<file path="src/rtl/echo_fmt_pkg.sv">
// Shared types and helpers for the echo formatter.
// Mode codes, FSM encoding, ASCII constants, hex digit conversion.
package echo_fmt_pkg;

  localparam logic [1:0] MODE_RAW   = 2'd0;
  localparam logic [1:0] MODE_HEX   = 2'd1;
  localparam logic [1:0] MODE_HEXSP = 2'd2;
  localparam logic [1:0] MODE_HEXLN = 2'd3;

  localparam logic [7:0] ASC_SP = 8'h20;
  localparam logic [7:0] ASC_CR = 8'h0D;
  localparam logic [7:0] ASC_LF = 8'h0A;

  typedef enum logic [2:0] {
    S_IDLE,
    S_RAW,
    S_HI,
    S_LO,
    S_SEP,
    S_CR,
    S_LF
  } state_t;

  function automatic logic [7:0] nib2asc(
    input logic [3:0] n,
    input logic       upper
  );
    logic [7:0] base;
    if (n < 4'd10) begin
      nib2asc = 8'h30 + {4'h0, n};
    end else begin
      base    = upper ? 8'h41 : 8'h61;
      nib2asc = base + {4'h0, n - 4'd10};
    end
  endfunction

endpackage

</file>
<file path="src/rtl/echo_formatter_byte_fifo.sv">
// Byte FIFO with power-of-two depth and occupancy output.
// Head byte is visible combinationally on rd_data.
module byte_fifo #(
  parameter int DEPTH = 16,
  localparam int AW = $clog2(DEPTH),
  localparam int LW = AW + 1
) (
  input  logic          clk,
  input  logic          rst_n,
  input  logic          push,
  input  logic [7:0]    wr_data,
  input  logic          pop,
  output logic [7:0]    rd_data,
  output logic [LW-1:0] level,
  output logic          full,
  output logic          empty
);

  logic [7:0]    mem [DEPTH];
  logic [LW-1:0] wr_ptr;
  logic [LW-1:0] rd_ptr;

  always_ff @(posedge clk) begin
    if (push) begin
      mem[wr_ptr[AW-1:0]] <= wr_data;
    end
  end

  always_ff @(posedge clk or negedge rst_n) begin
    if (!rst_n) begin
      wr_ptr <= '0;
      rd_ptr <= '0;
    end else begin
      if (push) wr_ptr <= wr_ptr + 1'b1;
      if (pop)  rd_ptr <= rd_ptr + 1'b1;
    end
  end

  assign rd_data = mem[rd_ptr[AW-1:0]];
  assign level   = wr_ptr - rd_ptr;
  assign full    = (level == LW'(DEPTH));
  assign empty   = (level == '0);

endmodule

</file>
<file path="src/rtl/echo_formatter.sv">
// RX-to-TX byte path: FIFO plus raw/hex formatter.
// Sits between uart_rx and uart_tx; no backpressure on input.
module echo_formatter
  import echo_fmt_pkg::*;
#(
  parameter int DEPTH      = 16,
  parameter int CNT_W      = 8,
  parameter int LINE_BYTES = 16,
  parameter bit UPPER      = 1'b1,
  localparam int LW = $clog2(DEPTH) + 1
) (
  input  logic             clk,
  input  logic             rst_n,
  input  logic             in_valid,
  input  logic [7:0]       in_data,
  input  logic [1:0]       mode,
  output logic             out_en,
  output logic [7:0]       out_data,
  input  logic             out_ack,
  input  logic             clr_ovf,
  output logic             overflow,
  output logic [CNT_W-1:0] rx_count,
  output logic [LW-1:0]    fifo_level,
  output logic             busy
);

  state_t     state, state_nx;
  logic [7:0] hold;
  logic [1:0] mode_q;
  logic [7:0] line_cnt;
  logic [7:0] head;
  logic       full, empty;
  logic       push, pop, drop, ack, line_end;
  logic [LW-1:0] lvl_nx;

  byte_fifo #(.DEPTH(DEPTH)) u_fifo (
    .clk     (clk),
    .rst_n   (rst_n),
    .push    (push),
    .wr_data (in_data),
    .pop     (pop),
    .rd_data (head),
    .level   (fifo_level),
    .full    (full),
    .empty   (empty)
  );

  assign pop      = (state == S_IDLE) && !empty;
  assign push     = in_valid && (!full || pop);
  assign drop     = in_valid && !push;
  assign ack      = out_ack && out_en;
  assign line_end = (line_cnt + 8'd1) == 8'(LINE_BYTES);
  assign lvl_nx   = fifo_level + LW'(push) - LW'(pop);

  always_comb begin
    state_nx = state;
    out_en   = 1'b0;
    out_data = 8'h00;
    unique case (state)
      S_IDLE: begin
        if (pop) state_nx = (mode == MODE_RAW) ? S_RAW : S_HI;
      end
      S_RAW: begin
        out_en   = 1'b1;
        out_data = hold;
        if (ack) state_nx = S_IDLE;
      end
      S_HI: begin
        out_en   = 1'b1;
        out_data = nib2asc(hold[7:4], UPPER);
        if (ack) state_nx = S_LO;
      end
      S_LO: begin
        out_en   = 1'b1;
        out_data = nib2asc(hold[3:0], UPPER);
        if (ack) begin
          unique case (1'b1)
            mode_q == MODE_HEXSP: state_nx = S_SEP;
            mode_q == MODE_HEXLN: state_nx = line_end ? S_CR : S_SEP;
            default:              state_nx = S_IDLE;
          endcase
        end
      end
      S_SEP: begin
        out_en   = 1'b1;
        out_data = ASC_SP;
        if (ack) state_nx = S_IDLE;
      end
      S_CR: begin
        out_en   = 1'b1;
        out_data = ASC_CR;
        if (ack) state_nx = S_LF;
      end
      S_LF: begin
        out_en   = 1'b1;
        out_data = ASC_LF;
        if (ack) state_nx = S_IDLE;
      end
      default: state_nx = S_IDLE;
    endcase
  end

  always_ff @(posedge clk or negedge rst_n) begin
    if (!rst_n) begin
      state    <= S_IDLE;
      hold     <= 8'h00;
      mode_q   <= MODE_RAW;
      line_cnt <= 8'h00;
      overflow <= 1'b0;
      rx_count <= '0;
      busy     <= 1'b0;
    end else begin
      state <= state_nx;
      busy  <= (lvl_nx != '0) || (state_nx != S_IDLE);
      if (pop) begin
        hold   <= head;
        mode_q <= mode;
      end
      if (push) rx_count <= rx_count + 1'b1;
      // a drop wins over a same-cycle clear
      if (drop)         overflow <= 1'b1;
      else if (clr_ovf) overflow <= 1'b0;
      if (pop && mode != MODE_HEXLN) begin
        line_cnt <= 8'h00;
      end else if (state == S_LO && ack && mode_q == MODE_HEXLN) begin
        line_cnt <= line_end ? 8'h00 : line_cnt + 8'd1;
      end
    end
  end

endmodule

</file>
<file path="config.mk">
export PLATFORM = sky130hd
export DESIGN_NAME = echo_formatter
export DESIGN_NICKNAME = d
export VERILOG_FILES = /design/src/rtl/echo_fmt_pkg.sv /design/src/rtl/echo_formatter_byte_fifo.sv /design/src/rtl/echo_formatter.sv
export SDC_FILE = /design/constraint.sdc
export NUM_CORES = 1
export LEC_CHECK = 0
export ABC_AREA = 1
export CAP_MARGIN = 20
export CORE_MARGIN = 2
export CORE_UTILIZATION = 35
export CTS_CLUSTER_DIAMETER = 60
export DETAILED_ROUTE_END_ITERATION = 8
export GPL_TIMING_DRIVEN = 0
export PLACE_DENSITY = 0.51
export SYNTH_ARGS = -nofsm -noshare
export SYNTH_HDL_FRONTEND = slang
export SYNTH_SLANG_ARGS = --single-unit
</file>
<file path="constraint.sdc">
create_clock -name clk -period 5.5 [get_ports clk]
set_input_delay 1.375 -clock clk [delete_from_list [all_inputs] [get_ports clk]]
set_output_delay 1.375 -clock clk [all_outputs]
set_load 0.02 [all_outputs]
</file>
Word-level counts from Yosys, hierarchy flattened. Memories as Yosys holds them, arrays and structs flattened. A register that Yosys moved wholly into a read port is not among the register bits. Cells that the tools add are included.

Register bits: 33. Bits in writable memories: 128. Bits of input ports: 15. Output and inout port bits: 24. Memories: 1.

Memory list: u_fifo.mem (words 16, width 8, read ports 1, clocked after Yosys merged registers in 1, wr ports 1, line echo_formatter_byte_fifo.sv:19) `logic [7:0] mem [DEPTH];`.

$add $sub $neg: 13. Order comparisons: 2. Equal/unequal tests: 11. Muxes and demuxes: 20. Reduce and logical (&&, ||, !) cells: 22.

Operator list (number): 8-bit case mux with 6 select lines (1); 8-bit 2-to-1 mux (5); 7-bit by 4-bit adder with 8-bit output (first input constant) (2); 8-bit by 1-bit adder with 8-bit output (second input constant) (2); 3-bit 2-to-1 mux (5); 3-bit case mux with 5 select lines (1); 6-bit by 4-bit adder with 7-bit output (first input constant) (2); 5-bit by 1-bit adder with 5-bit output (second input constant) (2); 3-bit == test (second input constant) (3); 8-bit by 5-bit == test with 1-bit output (second input constant) (1); 4-bit less-than comparator (second input constant) (2); 4-bit subtractor (second input constant) (2); 1-bit logical AND (7); 3-bit by 2-bit == test with 1-bit output (second input constant) (2); 1-bit 2-to-1 mux (6); 3-bit case mux with 2 select lines (1); 6-bit OR reduction (1); 5-bit by 1-bit adder with 5-bit output (1); 5-bit == test (second input constant) (1); 5-bit logical NOT (1); 5-bit nonzero test (1); 5-bit by 1-bit subtractor with 5-bit output (1); 5-bit subtractor (1); 2-bit == test (second input constant) (2); 10 further kinds (15).

Longest topological paths before layout. Gate-level depths: netlist of the first run.

Word-level depth: 10. Mapped depth: 27. Depth with buffers taken out: 24.

Modules after synthesis. Synthesis of the first run repeated with hierarchy kept, for this count alone.

Cell total of the unflattened synthesis: 923. Area, all modules: 8421.8 µm².

Modules (own cells, without submodules): byte_fifo (times used 1, cells an instance 641, area each 6284.8 µm²); echo_formatter (times used 1, cells an instance 282, area each 2137.0 µm²).

Worst setup path before layout of the first run. OpenSTA, ideal clock, no wires.

Path kind: register to register. From: register u_fifo.wr_ptr[0]. To: register busy. Arrival: 4.021 ns. Data required time: 5.369 ns. Path slack: 1.348 ns. Stages on the path, launching flop included: 25. Buffers on the path: 1. Cells stage by stage: dfrtp_1 > inv_1 > ha_1 > fa_1 > xnor2_1 > inv_1 > ha_1 > nand2_1 > nor2_1 > nand2_2 > nand2_4 > nand3_2 > nand2_4 > buf_6 > ha_1 > inv_1 > ha_1 > fa_1 > xor2_1 > nor3_1 > nand2_1 > nor3_1 > nand3_1 > nor2_1 > nand3_1.

Longest elaborated chain between the ends: 10.

RTL lines: start: declaration (line echo_formatter_byte_fifo.sv:20) `logic [LW-1:0] wr_ptr;`; start signal: assignment (line echo_formatter_byte_fifo.sv:34) `if (push) wr_ptr <= wr_ptr + 1'b1;`; 5-bit subtractor * (line echo_formatter_byte_fifo.sv:40) `assign level = wr_ptr - rd_ptr;`; net fifo_level[2] (line echo_formatter.sv:23) `output logic [LW-1:0] fifo_level,`; 5-bit logical NOT (line echo_formatter_byte_fifo.sv:42) `assign empty = (level == '0);`; 1-bit logical NOT (line echo_formatter.sv:48) `assign pop = (state == S_IDLE) && !empty;`; 1-bit logical AND (line echo_formatter.sv:48); 1-bit logical OR (line echo_formatter.sv:49) `assign push = in_valid && (!full || pop);`; 1-bit logical AND (line echo_formatter.sv:49); 5-bit by 1-bit adder with 5-bit output (line echo_formatter.sv:53) `assign lvl_nx = fifo_level + LW'(push) - LW'(pop);`; 5-bit by 1-bit subtractor with 5-bit output (line echo_formatter.sv:53); 5-bit nonzero test (line echo_formatter.sv:114) `busy <= (lvl_nx != '0) || (state_nx != S_IDLE);`; 1-bit logical OR * (line echo_formatter.sv:114); end signal: assignment (line echo_formatter.sv:114); end: declaration (line echo_formatter.sv:24) `output logic busy`.

Mark *: on every way through the listed nets, which the timed path passes. The rest lies on a longest branch. A chain may end at the register's enable or synchronous reset.

Final worst setup path of the first run.
From: register u_fifo.rd_ptr[1]. To: register busy.

Longest elaborated chain between the ends: 10.

RTL lines: start: declaration (line echo_formatter_byte_fifo.sv:21) `logic [LW-1:0] rd_ptr;`; start signal: assignment (line echo_formatter_byte_fifo.sv:35) `if (pop) rd_ptr <= rd_ptr + 1'b1;`; 5-bit subtractor * (line echo_formatter_byte_fifo.sv:40); 5-bit logical NOT * (line echo_formatter_byte_fifo.sv:42); 1-bit logical NOT * (line echo_formatter.sv:48); 1-bit logical AND * (line echo_formatter.sv:48); net pop (line echo_formatter.sv:33) `logic push, pop, drop, ack, line_end;`; 1-bit logical OR (line echo_formatter.sv:49); 1-bit logical AND (line echo_formatter.sv:49); 5-bit by 1-bit adder with 5-bit output (line echo_formatter.sv:53); 5-bit by 1-bit subtractor with 5-bit output (line echo_formatter.sv:53); 5-bit nonzero test (line echo_formatter.sv:114); 1-bit logical OR * (line echo_formatter.sv:114).

Marks and branches as above.

==> metrics.md, run 1 <==
| Metric | Value |
|---|---|
| Status | finished clean |
| Cell count after synthesis | slightly below 800 |
| Critical Path Sink Type | register |
| Most used cell, CP | ha_1 |
| CP startpoint kind | register |
| Area contributors post-synth | edfxtp_1 48%, dfrtp_1 13%, nor2_1 5.9% |
| Worst VDD drop | 0.0002151 V |
| CP Max Fanout | 10 |
| Area leader, netlist | edfxtp_1 |
| I/O pins | 39 |
| RSZ-0062 raised after global routing | false |
| Setup ws final | approximately 0.7 ns |
| Async SR Flop Fraction | 24.26% |
| Slew headroom | 27.34% |
| Clk root buf | clkbuf_16 |
| Total Nets Final | just under 900 |
| Chip Height | 154.8 um |
| Remaining DRCs | 0 |
| R2R setup slack | 0.71 ns |
| Vias in the first global route | 5637 |
| Core Area | between 20000 and 25000 um^2 |
| Mean post-synth cell area | 10.29 um^2 |
| Part of the power in registers | 30.1% |
| Comb pwr share | 47.9% |
| Count of cell types in the netlist | 43 |
| GRT Total Usage | about 17% |
| Routed vias | 5641 |
| NetSw | 2.475 mW |
| Hpwl dp | 13730 um |
| Crit-path max cell delay | 0.48 ns |
| Area grow syn2layout | 17.00% |
| Setup violators final | 0 |
| Pins Over Slew Limit | 0 |
| Seq/Total Area, Yosys | 61.21% |
| Synth warn | 0 |
| Hold WC Path Type | register to register |
| Vias per cell | 4.996 |
| Pre-Repair DR Iteration Count | 5 |
| Filler cells | 2163 |
| Final WL | 19930 um |
| # port buffers | 38 |
| Top FF cell, synth | edfxtp_1 |
| Final Hold Vio Count | 0 |
| # diodes | 0 |
| Dpl ws | ~0.63 ns |
| Dpl cell area | 8707 um^2 |
| Max Clock Skew | about 0.013 ns |
| Hold bufs inserted after CTS | 0 |
| Period utilisation layout | 87.05% |
| Die extent in x | between 150 and 200 um |
| Top cell type's share of synthesized area | 48.32% |
| Antenna violations before repair | 0 |
| Syn Nets | 813 |
| Clock power frac | 22.0% |
| Post_cts resized | 0 |
| Critical Path AT | 5.09 ns |
| CTS tree | done |
| Layout cells sized above 1 | approximately 7.6% |
| Placed cells | 1097 |
| Clock Sinks | around 170 |
| Crit path time final | approximately 4.8 ns |
| Clk slew on worst S/H paths | ~0.070 ns |
| Sw Ratio | 43.14% |
| DRT antenna net count | 0 |
| Gp weighted congestion | 0.7960 |
| Clock Tree Buf Depth | 2 |
| Rows | 55 |
| Die area | 23950 um^2 |
| Largest net degree at the start of global routing | 37 |
| Finished Core Util | 41.36% |
| Max cap viols | 0 |
| Hold slack final | 0.4988 ns |
| Leakage power | between 3 and 4 nW |
| WL/cell | 17.66 um |
| First-pass GRT wire length | between 30000 and 40000 um |
| Critical path class | register to register |
| Post-route design area | 9308 um^2 |
| Drt first-iter violations | 408 |
| H-tree depth | 4 |
| Worst skew pair latency | 0.44 ns |
| Cell-internal power | 3.263 mW |
| Total gr overflow | 0 |
| Count leader, synth | edfxtp_1 |
| Synth cell count leaders | 128 x edfxtp_1, 125 x nor2_1, 119 x nand2_1, 92 x o21ai_0, 67 x inv_1 |
| Synth Register Bits | about 170 |
| Total setup buffers inserted after CTS | 0 |
| CTS Buf Count | 17 |
| Pin slew with the least headroom to its limit | 1.086 ns |
| TNS Setup | 0 ns |
| Finished Layout Cells | 1129 |
| EDFF count, synth | roughly 130 |
| Req. time, crit path | 5.81 ns |
| Total power | about 5.7 mW |
| Worst path slowest cell | clkbuf_1 |
| Starting Density | 35.35% |
| Pwr dens | 616.5 nW/um^2 |
| Cell Area, Synth | 7955 um^2 |
| Maximum clock frequency | 208.9 MHz |
power groups by stage:
stage | combinational, mW | clock (mW) | sequential [mW]
after floorplan | 1.82 | 0 | 1.75
after global placement | 2.75 | 0 | 1.76
after detailed placement | 2.77 | 0 | 1.76
after CTS | 2.78 | 1.28 | 1.73
after global routing | 3.10 | 1.33 | 1.75
final | 2.75 | 1.26 | 1.73
sequential cells by signal (all words and copies together) (netlist names):
name	count
busy	1
hold	8
line_cnt	8
mode_q	2
overflow	1
rx_count	8
state	3
u_fifo.mem	128
u_fifo.rd_ptr	5
u_fifo.wr_ptr	5
path summary, 6_finish.rpt:
| check | from | end | depth (start not counted) |
|---|---|---|---|
| min reg2reg | mode_q[0] | mode_q[0] | 2 |
| max in group asynchronous | rst_n | rx_count[4] | 2 |
| min | mode_q[0] | mode_q[0] | 2 |
| max reg2reg | u_fifo.rd_ptr[1] | busy | 25 |
| min in group asynchronous | rst_n | state[2] | 1 |
| max | u_fifo.rd_ptr[1] | busy | 25 |
placed cells by master, fill, tap and decap left out, types with 3 or more instances in the layout:
| master | instances |
|---|---|
| ha_1 | 23 |
| inv_1 | 67 |
| nand3_2 | 3 |
| o22ai_1 | 18 |
| dfrtp_1 | 41 |
| o21ai_0 | 92 |
| nor2_1 | 125 |
| inv_2 | 3 |
| o221ai_1 | 7 |
| buf_2 | 8 |
| buf_4 | 3 |
| xnor2_1 | 4 |
| clkdlybuf4s50_1 | 37 |
| nand4_1 | 6 |
| nand2_1 | 119 |
| xor2_1 | 10 |
| clkbuf_1 | 17 |
| nand3_1 | 40 |
| o211ai_1 | 13 |
| nor3_1 | 4 |
| clkbuf_16 | 17 |
| o21ai_1 | 3 |
| a21oi_1 | 12 |
| nand2_2 | 3 |
| inv_6 | 5 |
| inv_8 | 5 |
| edfxtp_1 | 128 |
final cells by class:
| cell class | count | area, um^2 | area share, % |
|---|---|---|---|
| well taps | 285 | 356.6 | 3.831 |
| clock inverters | 13 | 167.7 | 1.801 |
| flip-flops and latches | 169 | 4870 | 52.32 |
| plain buffers | 28 | 151.4 | 1.627 |
| clock buffers | 19 | 432.9 | 4.651 |
| multi-input cells | 505 | 2665 | 28.63 |
| inverters | 71 | 269.0 | 2.890 |
| repair buffers | 39 | 395.4 | 4.248 |
worst max-delay path: cells and delay by family (launching register included):
| family | cells | cell delay, ns |
|---|---|---|
| buf+inv | 6 | 1.17 |
| simple gates | 13 | 1.46 |
| fa+ha+maj | 5 | 1.39 |
| xor+xnor | 1 | 0.17 |
| flops | 1 | 0.46 |
cells by family (layout without fill, tap and decap cells):
family                   Yosys count  in the layout  synth area share, %
AND/OR/NAND/NOR                  308            308                16.28
flip-flops                       169            169                61.21
AO/OA/AOI/OAI                    157            157                11.36
buffers and inverters             99            170                5.285
adder cells (fa/ha/maj)           25             25                4.121
XOR/XNOR                          15             15                1.746
metal layers:
| metal | share of wire, % | wire [um] | global-route usage (%) | up-vias |
|---|---|---|---|---|
| li1 | - | - | - | 2788 |
| met1 | 48 | 9568 | 24.36 | 2713 |
| met2 | 47 | 9350 | 28.32 | 121 |
| met3 | 3.9 | 768 | 3.082 | 19 |
| met4 | 1.2 | 248 | 4.674 | 0 |
| met5 | 0 | 0 | 0 | - |
Power figures use the tool's default switching activity.
==> run 2, diff against run 1 <==
==> constraint.sdc (replaced) <==
create_clock -name clk -period 5.4 [get_ports clk]
set_input_delay 1.35 -clock clk [delete_from_list [all_inputs] [get_ports clk]]
set_output_delay 1.35 -clock clk [all_outputs]
set_load 0.02 [all_outputs]
==> results of run 2 <==
The final DEF is identical to that of run 1. Status: finished clean.
Main changes from that run: setup slack after placement 0.6279 ns -> 0.5279 ns; setup slack after layout 0.7121 ns -> 0.6121 ns; register-to-register setup slack 0.71 ns -> 0.61 ns; total power 5.738 mW -> 5.844 mW; worst IR drop on VDD 0.0002151 V -> 0.0002190 V
==> run 3, diff against run 2 <==
==> constraint.sdc (replaced) <==
create_clock -name clk -period 5.4 [get_ports clk]
set_input_delay 1.08 -clock clk [delete_from_list [all_inputs] [get_ports clk]]
set_output_delay 1.08 -clock clk [all_outputs]
set_load 0.02 [all_outputs]
==> results of run 3 <==
The final DEF is identical to that of run 1. Status: finished clean.
Main changes from that run: setup slack after placement 0.6279 ns -> 0.5279 ns; setup slack after layout 0.7121 ns -> 0.6121 ns; hold slack 0.4988 ns -> 0.4806 ns; register-to-register setup slack 0.71 ns -> 0.61 ns; total power 5.738 mW -> 5.844 mW; worst IR drop on VDD 0.0002151 V -> 0.0002190 V
